===== config.mk =====
export PLATFORM = sky130hd
export DESIGN_NAME = mem_bus_arbiter
export DESIGN_NICKNAME = d
export VERILOG_FILES = /design/src/rtl/mem_bus_arbiter.sv
export SDC_FILE = /design/constraint.sdc
export NUM_CORES = 1
export LEC_CHECK = 0
export ABC_AREA = 1
export ABC_CLOCK_PERIOD_IN_PS = 2500
export CAP_MARGIN = 20
export CORE_MARGIN = 2
export CORE_UTILIZATION = 46
export DETAILED_ROUTE_END_ITERATION = 7
export PLACE_DENSITY = 0.86
export SYNTH_ARGS = -nofsm -noshare
export SYNTH_HDL_FRONTEND = slang
export SYNTH_SLANG_ARGS = --single-unit

===== constraint.sdc =====
create_clock -name clk -period 2.5 [get_ports clk]
set_input_delay 0.5 -clock clk [delete_from_list [all_inputs] [get_ports clk]]
set_output_delay 0.5 -clock clk [all_outputs]
set_load 0.03 [all_outputs]

===== src/rtl/mem_bus_arbiter.sv =====
// Two-master arbiter for a single data memory port: arbitrate, access, wait for read data, ack.
// Strobes and acks are decoded from state registers; address/data/grant/rdata are registered.
`timescale 1ns/1ps
module mem_bus_arbiter #(
  parameter int AW        = 8,
  parameter int DW        = 8,
  parameter int RD_LAT    = 1,
  parameter int FIXED_PRI = 0
) (
  input  logic          clk,
  input  logic          reset,
  input  logic          req0,
  input  logic          req1,
  input  logic          we0,
  input  logic          we1,
  input  logic [AW-1:0] addr0,
  input  logic [AW-1:0] addr1,
  input  logic [DW-1:0] wdata0,
  input  logic [DW-1:0] wdata1,
  output logic          ack0,
  output logic          ack1,
  output logic [DW-1:0] rdata,
  output logic          grant,
  output logic          busy,
  output logic [AW-1:0] mem_addr,
  output logic [DW-1:0] mem_wdata,
  output logic          mem_data_oe,
  output logic          mem_read,
  output logic          mem_write,
  input  logic [DW-1:0] mem_rdata
);

  localparam logic [1:0] S_IDLE   = 2'd0;
  localparam logic [1:0] S_ACCESS = 2'd1;
  localparam logic [1:0] S_RWAIT  = 2'd2;
  localparam logic [1:0] S_DONE   = 2'd3;

  localparam logic [3:0] CNT_INIT = 4'(RD_LAT - 1);

  logic [1:0]    state_q, state_d;
  logic          grant_q, grant_d;
  logic          last_grant_q, last_grant_d;
  logic          we_q, we_d;
  logic [3:0]    cnt_q, cnt_d;
  logic [AW-1:0] mem_addr_q, mem_addr_d;
  logic [DW-1:0] mem_wdata_q, mem_wdata_d;
  logic [DW-1:0] rdata_q, rdata_d;
  logic          win_port;

  // Contention goes to port 0 under fixed priority, else to the port that did not own the bus last.
  always_comb begin
    win_port = 1'b0;
    if (req0 && req1) win_port = (FIXED_PRI != 0) ? 1'b0 : ~last_grant_q;
    else if (req1)    win_port = 1'b1;
  end

  always_comb begin
    state_d      = state_q;
    grant_d      = grant_q;
    last_grant_d = last_grant_q;
    we_d         = we_q;
    cnt_d        = cnt_q;
    mem_addr_d   = mem_addr_q;
    mem_wdata_d  = mem_wdata_q;
    rdata_d      = rdata_q;
    case (state_q)
      S_IDLE: begin
        if (req0 || req1) begin
          state_d     = S_ACCESS;
          grant_d     = win_port;
          we_d        = win_port ? we1 : we0;
          mem_addr_d  = win_port ? addr1 : addr0;
          mem_wdata_d = (win_port ? we1 : we0) ? (win_port ? wdata1 : wdata0) : '0;
        end
      end
      S_ACCESS: begin
        if (we_q) begin
          state_d     = S_DONE;
          mem_addr_d  = '0;
          mem_wdata_d = '0;
        end else begin
          state_d = S_RWAIT;
          cnt_d   = CNT_INIT;
        end
      end
      S_RWAIT: begin
        if (cnt_q != 4'd0) begin
          cnt_d = cnt_q - 4'd1;
        end else begin
          rdata_d     = mem_rdata;
          state_d     = S_DONE;
          mem_addr_d  = '0;
          mem_wdata_d = '0;
        end
      end
      default: begin
        last_grant_d = grant_q;
        state_d      = S_IDLE;
      end
    endcase
  end

  // last_grant resets to 1 so port 0 wins the first contention.
  always_ff @(posedge clk) begin
    if (reset) begin
      state_q      <= S_IDLE;
      grant_q      <= 1'b0;
      last_grant_q <= 1'b1;
      we_q         <= 1'b0;
      cnt_q        <= 4'd0;
      mem_addr_q   <= '0;
      mem_wdata_q  <= '0;
      rdata_q      <= '0;
    end else begin
      state_q      <= state_d;
      grant_q      <= grant_d;
      last_grant_q <= last_grant_d;
      we_q         <= we_d;
      cnt_q        <= cnt_d;
      mem_addr_q   <= mem_addr_d;
      mem_wdata_q  <= mem_wdata_d;
      rdata_q      <= rdata_d;
    end
  end

  assign mem_write   = (state_q == S_ACCESS) && we_q;
  assign mem_read    = ((state_q == S_ACCESS) && !we_q) || (state_q == S_RWAIT);
  assign mem_data_oe = mem_write;
  assign ack0        = (state_q == S_DONE) && !grant_q;
  assign ack1        = (state_q == S_DONE) && grant_q;
  assign busy        = (state_q != S_IDLE);
  assign grant       = grant_q;
  assign mem_addr    = mem_addr_q;
  assign mem_wdata   = mem_wdata_q;
  assign rdata       = rdata_q;

endmodule


# Word level (Yosys, flattened, before mapping)
# Cells that the tools add are included.
[totals] reg_bits=33 in_bits=46 output_inout_bits=31 wordCells=58
[op_classes] n_addsub=1 eq_ne=8 n_mux=19 bitwise=2 n_reduce_logical=20
[ops] operator="8-bit two-way mux" count=7
[ops] operator="8-bit case mux with 3 select lines" count=2
[ops] operator="2-bit != test, second input constant" count=5
[ops] operator="4-bit two-way mux" count=2
[ops] operator="4-bit case mux with 2 select lines" count=1
[ops] operator="2-bit case mux with 3 select lines" count=1
[ops] operator="2-bit AND reduction" count=3
[ops] operator="1-bit logical AND" count=5
[ops] operator="2-bit == test, second input constant" count=2
[ops] operator="1-bit two-way mux" count=4
[ops] operator="2-bit two-way mux" count=2
[ops] operator="4-bit AND reduction" count=1
[ops] operator="2-bit nonzero test" count=2
[ops] operator="4-bit nonzero test" count=1
[ops] operator="4-bit by 1-bit subtractor with 4-bit output, second input constant" count=1
[ops] operator="3-bit AND reduction" count=1
[ops] operator="3-bit nonzero test" count=1
[ops] operator="3-bit OR reduction" count=1
[ops] operator="2-bit by 1-bit == test with 1-bit output, second input constant" count=1
[ops] operator="1-bit zero test" count=2
[ops] operator="2-bit zero test" count=1
[ops] operator="1-bit logical OR" count=2
[ops] operator="1-bit NOT" count=2

# Depth between registers and ports, before layout
[depth] ltp_word=6 mapped_depth=11 mapped_depth_nobuf=10

# Least setup slack after synthesis
# OpenSTA, ideal clock, no wires.
[synth_path] path_type="register to output" from="register state_q[1]" to="output port mem_write" t_arrival_ns=1.080 t_required_ns=2.000 setup_slack_ns=0.920 stages_incl_launch_ff=6 path_buffers=1 cell_sequence="dfxtp_1 -> inv_1 -> ha_1 -> nand2_1 -> inv_1 -> buf_4"
[synth_between] elab_chain_len=2
[synth_lines] element="start: declaration" line_no="40" source="logic [1:0] state_q, state_d;"
[synth_lines] element="start signal: assignment" line_no="115" source="state_q <= state_d;"
[synth_lines] element="2-bit by 1-bit == test with 1-bit output" line_no="126" source="assign mem_write = (state_q == S_ACCESS) && we_q;"
[synth_lines] element="1-bit logical AND" line_no="126"
[synth_lines] element="end: declaration" line_no="29" source="output logic mem_write,"
# No other way between the ends.

# Worst setup path after layout
[layout_path] from="register state_q[0]" to="output port mem_read"
[layout_between] elab_chain_len=3 word_cells_on_any_way=4 classes_between="eq/ne: 2; reduce/logical: 2"
[layout_lines] element="2-bit by 1-bit == test with 1-bit output" line_no="127" source="assign mem_read = ((state_q == S_ACCESS) && !we_q) || (state_q == S_RWAIT);"
[layout_lines] element="1-bit logical AND" line_no="127"
[layout_lines] element="1-bit logical OR (*)" line_no="127"
[layout_lines] element="end: declaration" line_no="28" source="output logic mem_read,"
# Mark *: on every way between the ends. The rest lies on a longest branch, timed or not.

==> metrics.yaml <==
outcome:
  outcome: "finished clean"
timing:
  worstMarginPinSlew_ps: 588
  fin_crit_sh_pct: 94.5
  slew_headroom_pct: 60.7
  clock.fmax_mhz: 423
  setup_slack_ps: 136
  fin_setup_tns_ps: 0
  hold_viol_final: 0
  hold_ws_ps: 442
  fin_worst_skew_ps: 8.32
  min_period_ps: 2360
  rsz0062_at_grt: "false"
  slew_violations: 0
  setup_viol: 0
die:
  dieWidth_um: 67.8
  die_h_um: 67.8
  coreArea_um2: 3970
  dieArea_um2: 4600
  placementRows: 23
  io_pins: 77
  start_util_pct: 47.1
drt:
  first_pass_iters: 4
  via_per_inst: 4.75
  ant_nets: 0
  wire_per_inst_um: 11.4
  drt_iter0_drc: 87
  wl_mm: 4.69
  vias: 1946
  drcViolationCount: 0
critical_path:
  start_kind: "flop"
  worstPathMaxFanout: 6
  crit_arrival_ps: 1860
  path_class: "flop to output port"
  regToRegSetupSlack_ps: 660
  cp-end-kind: "output port"
  cp.required_ps: 2000
grt:
  overflow: 0
  grtUsageTotal_pct: 21.9
  antenna_found_initial: 0
  grt_max_degree: 23
  grt_pass1_vias: 1751
  grt_first_pass_wirelength_mm: 7.49
cts:
  numClockSinks: 33
  clockBufferDepth: 2
  clk_pin_slew_ps: 70
  cts_hold_buf: 0
  clock_latency_ps: 290
  cts_buffers: 5
  cts_tree: "built"
  cts_root_buf: "clkbuf_8"
  htreeDepth: 2
  post_cts_resized: 0
  cts_setup_buffers: 0
run:
  cap_violations: 0
logic_synthesis:
  yosys_warnings: 0
  synth_top_cell_by_area: "dfxtp_1"
  syn_nets: 337
  ys_types: 24
  post_synth_main_area_contributors: "dfxtp_1 (35%), nand2_1 (17%), inv_1 (9.8%)"
  seq_area_frac_synth_pct: 35.3
  netlist.area_leader.share_pct: 35.3
  synthCells: 285
  synth_seq_cells: 33
  avgSynthCellArea_um2: 6.57
  syn_area_um2: 1870
min_path:
  hold_path.class: "flop to flop"
power:
  p_leak_uw: 0.00126
  ir_drop_uv: 725
  power_density_nw_per_um2: 1190
placement:
  pre_cts_slack_ps: 453
  place.gp.congestion: 0.813
  placed_area_um2: 2610
  dp_hpwl_mm: 3.44
  io_buffers: 76
final_layout:
  drive_gt1_share_pct: 6.67
  final_area_um2: 2700
  nets: 412
  area_delta_synth_final_pct: 44.3
  nFillCells: 357
  antenna_cells: 0
==> worst max-delay path, stage by stage, from the launching register on <==
cell and delay (ps):
dfxtp_1 340, inv_1 90, ha_1 270, inv_1 130, nand2_1 90, clkdlybuf4s50_1 660
==> report_power, final <==
group,internal [uW],switching [uW]
sequential,740,119
clock,218,183
combinational,736,1220
total,1690,1530
==> through the flow <==
step	std cells	util (%)	total power, uW
2_1_floorplan	285	-	2250
3_3_place_gp	403	65.8	2770
3_5_place_dp	403	65.8	2820
4_1_cts	410	68.0	3230
5_1_grt	410	68.0	3490
6_report	410	68.0	3220
==> placed cells by master (no fill, tap or decap), drive strengths merged <==
cell,Yosys,layout
xor2,1,1
a211oi,1,1
clkbuf,0,7
clkdlybuf4s50,0,76
nand2,92,92
buf,11,3
dfxtp,33,33
clkinv,1,1
nand3,24,24
o21ai,15,15
nor2,21,21
ha,6,6
inv,52,52
a21oi,27,27
a31oi,1,1
==> final timing paths <==
check        cells past startpoint                     to                     from
min                              2  rdata[7]$_SDFFE_PP0P_    rdata[7]$_SDFFE_PP0P_
max reg2reg                      7  cnt_q[3]$_SDFFE_PP0P_  state_q[0]$_SDFFE_PP0P_
max                              5               mem_read  state_q[0]$_SDFFE_PP0P_
min reg2reg                      2  rdata[7]$_SDFFE_PP0P_    rdata[7]$_SDFFE_PP0P_
==> per-layer routing <==
layer  global-route usage (%)  vias to the layer above  wire [um]  part of all wire, %
li1                         -                     1020          -                    -
met1                     25.3                      861       2040                   44
met2                     37.5                       57       2250                   48
met3                     5.50                        8        310                  6.6
met4                     11.0                        0         88                  1.9
met5                        0                        -          0                    0
==> synth_stat cells, drive strengths merged <==
library cell and instances:
clkinv 1, o21ai 15, nor2 21, buf 11
xor2 1, inv 52, a21oi 27, nand3 24
ha 6, a211oi 1, dfxtp 33, a31oi 1
nand2 92
==> cell families after synthesis <==
| family | share of synthesized area (%) |
|---|---|
| AOI/OAI and AO/OA | 12.6 |
| xor gates and xnor gates | 0.468 |
| adders and majority gates | 4.01 |
| buffers and inverters | 16.3 |
| DFF | 35.3 |
| and+or+nand+nor | 31.4 |
==> area by class of cell <==
type / instances / area, um2 / share of cell area [%]
clock buffers: 7 / 86.3 / 3.20
flip-flops and latches: 33 / 661 / 24.5
well taps: 50 / 62.6 / 2.32
repair buffers: 79 / 783 / 29.0
multi-input cells: 188 / 906 / 33.5
inverters: 53 / 201 / 7.46
==> state kept, by name, summed over array words and instances, names as in the netlist <==
name and count:
mem_addr 8, mem_wdata 8, last_grant_q 1, we_q 1
cnt_q 4, state_q 2, grant 1, rdata 8
No activity file was read; power rests on OpenSTA's default activity.
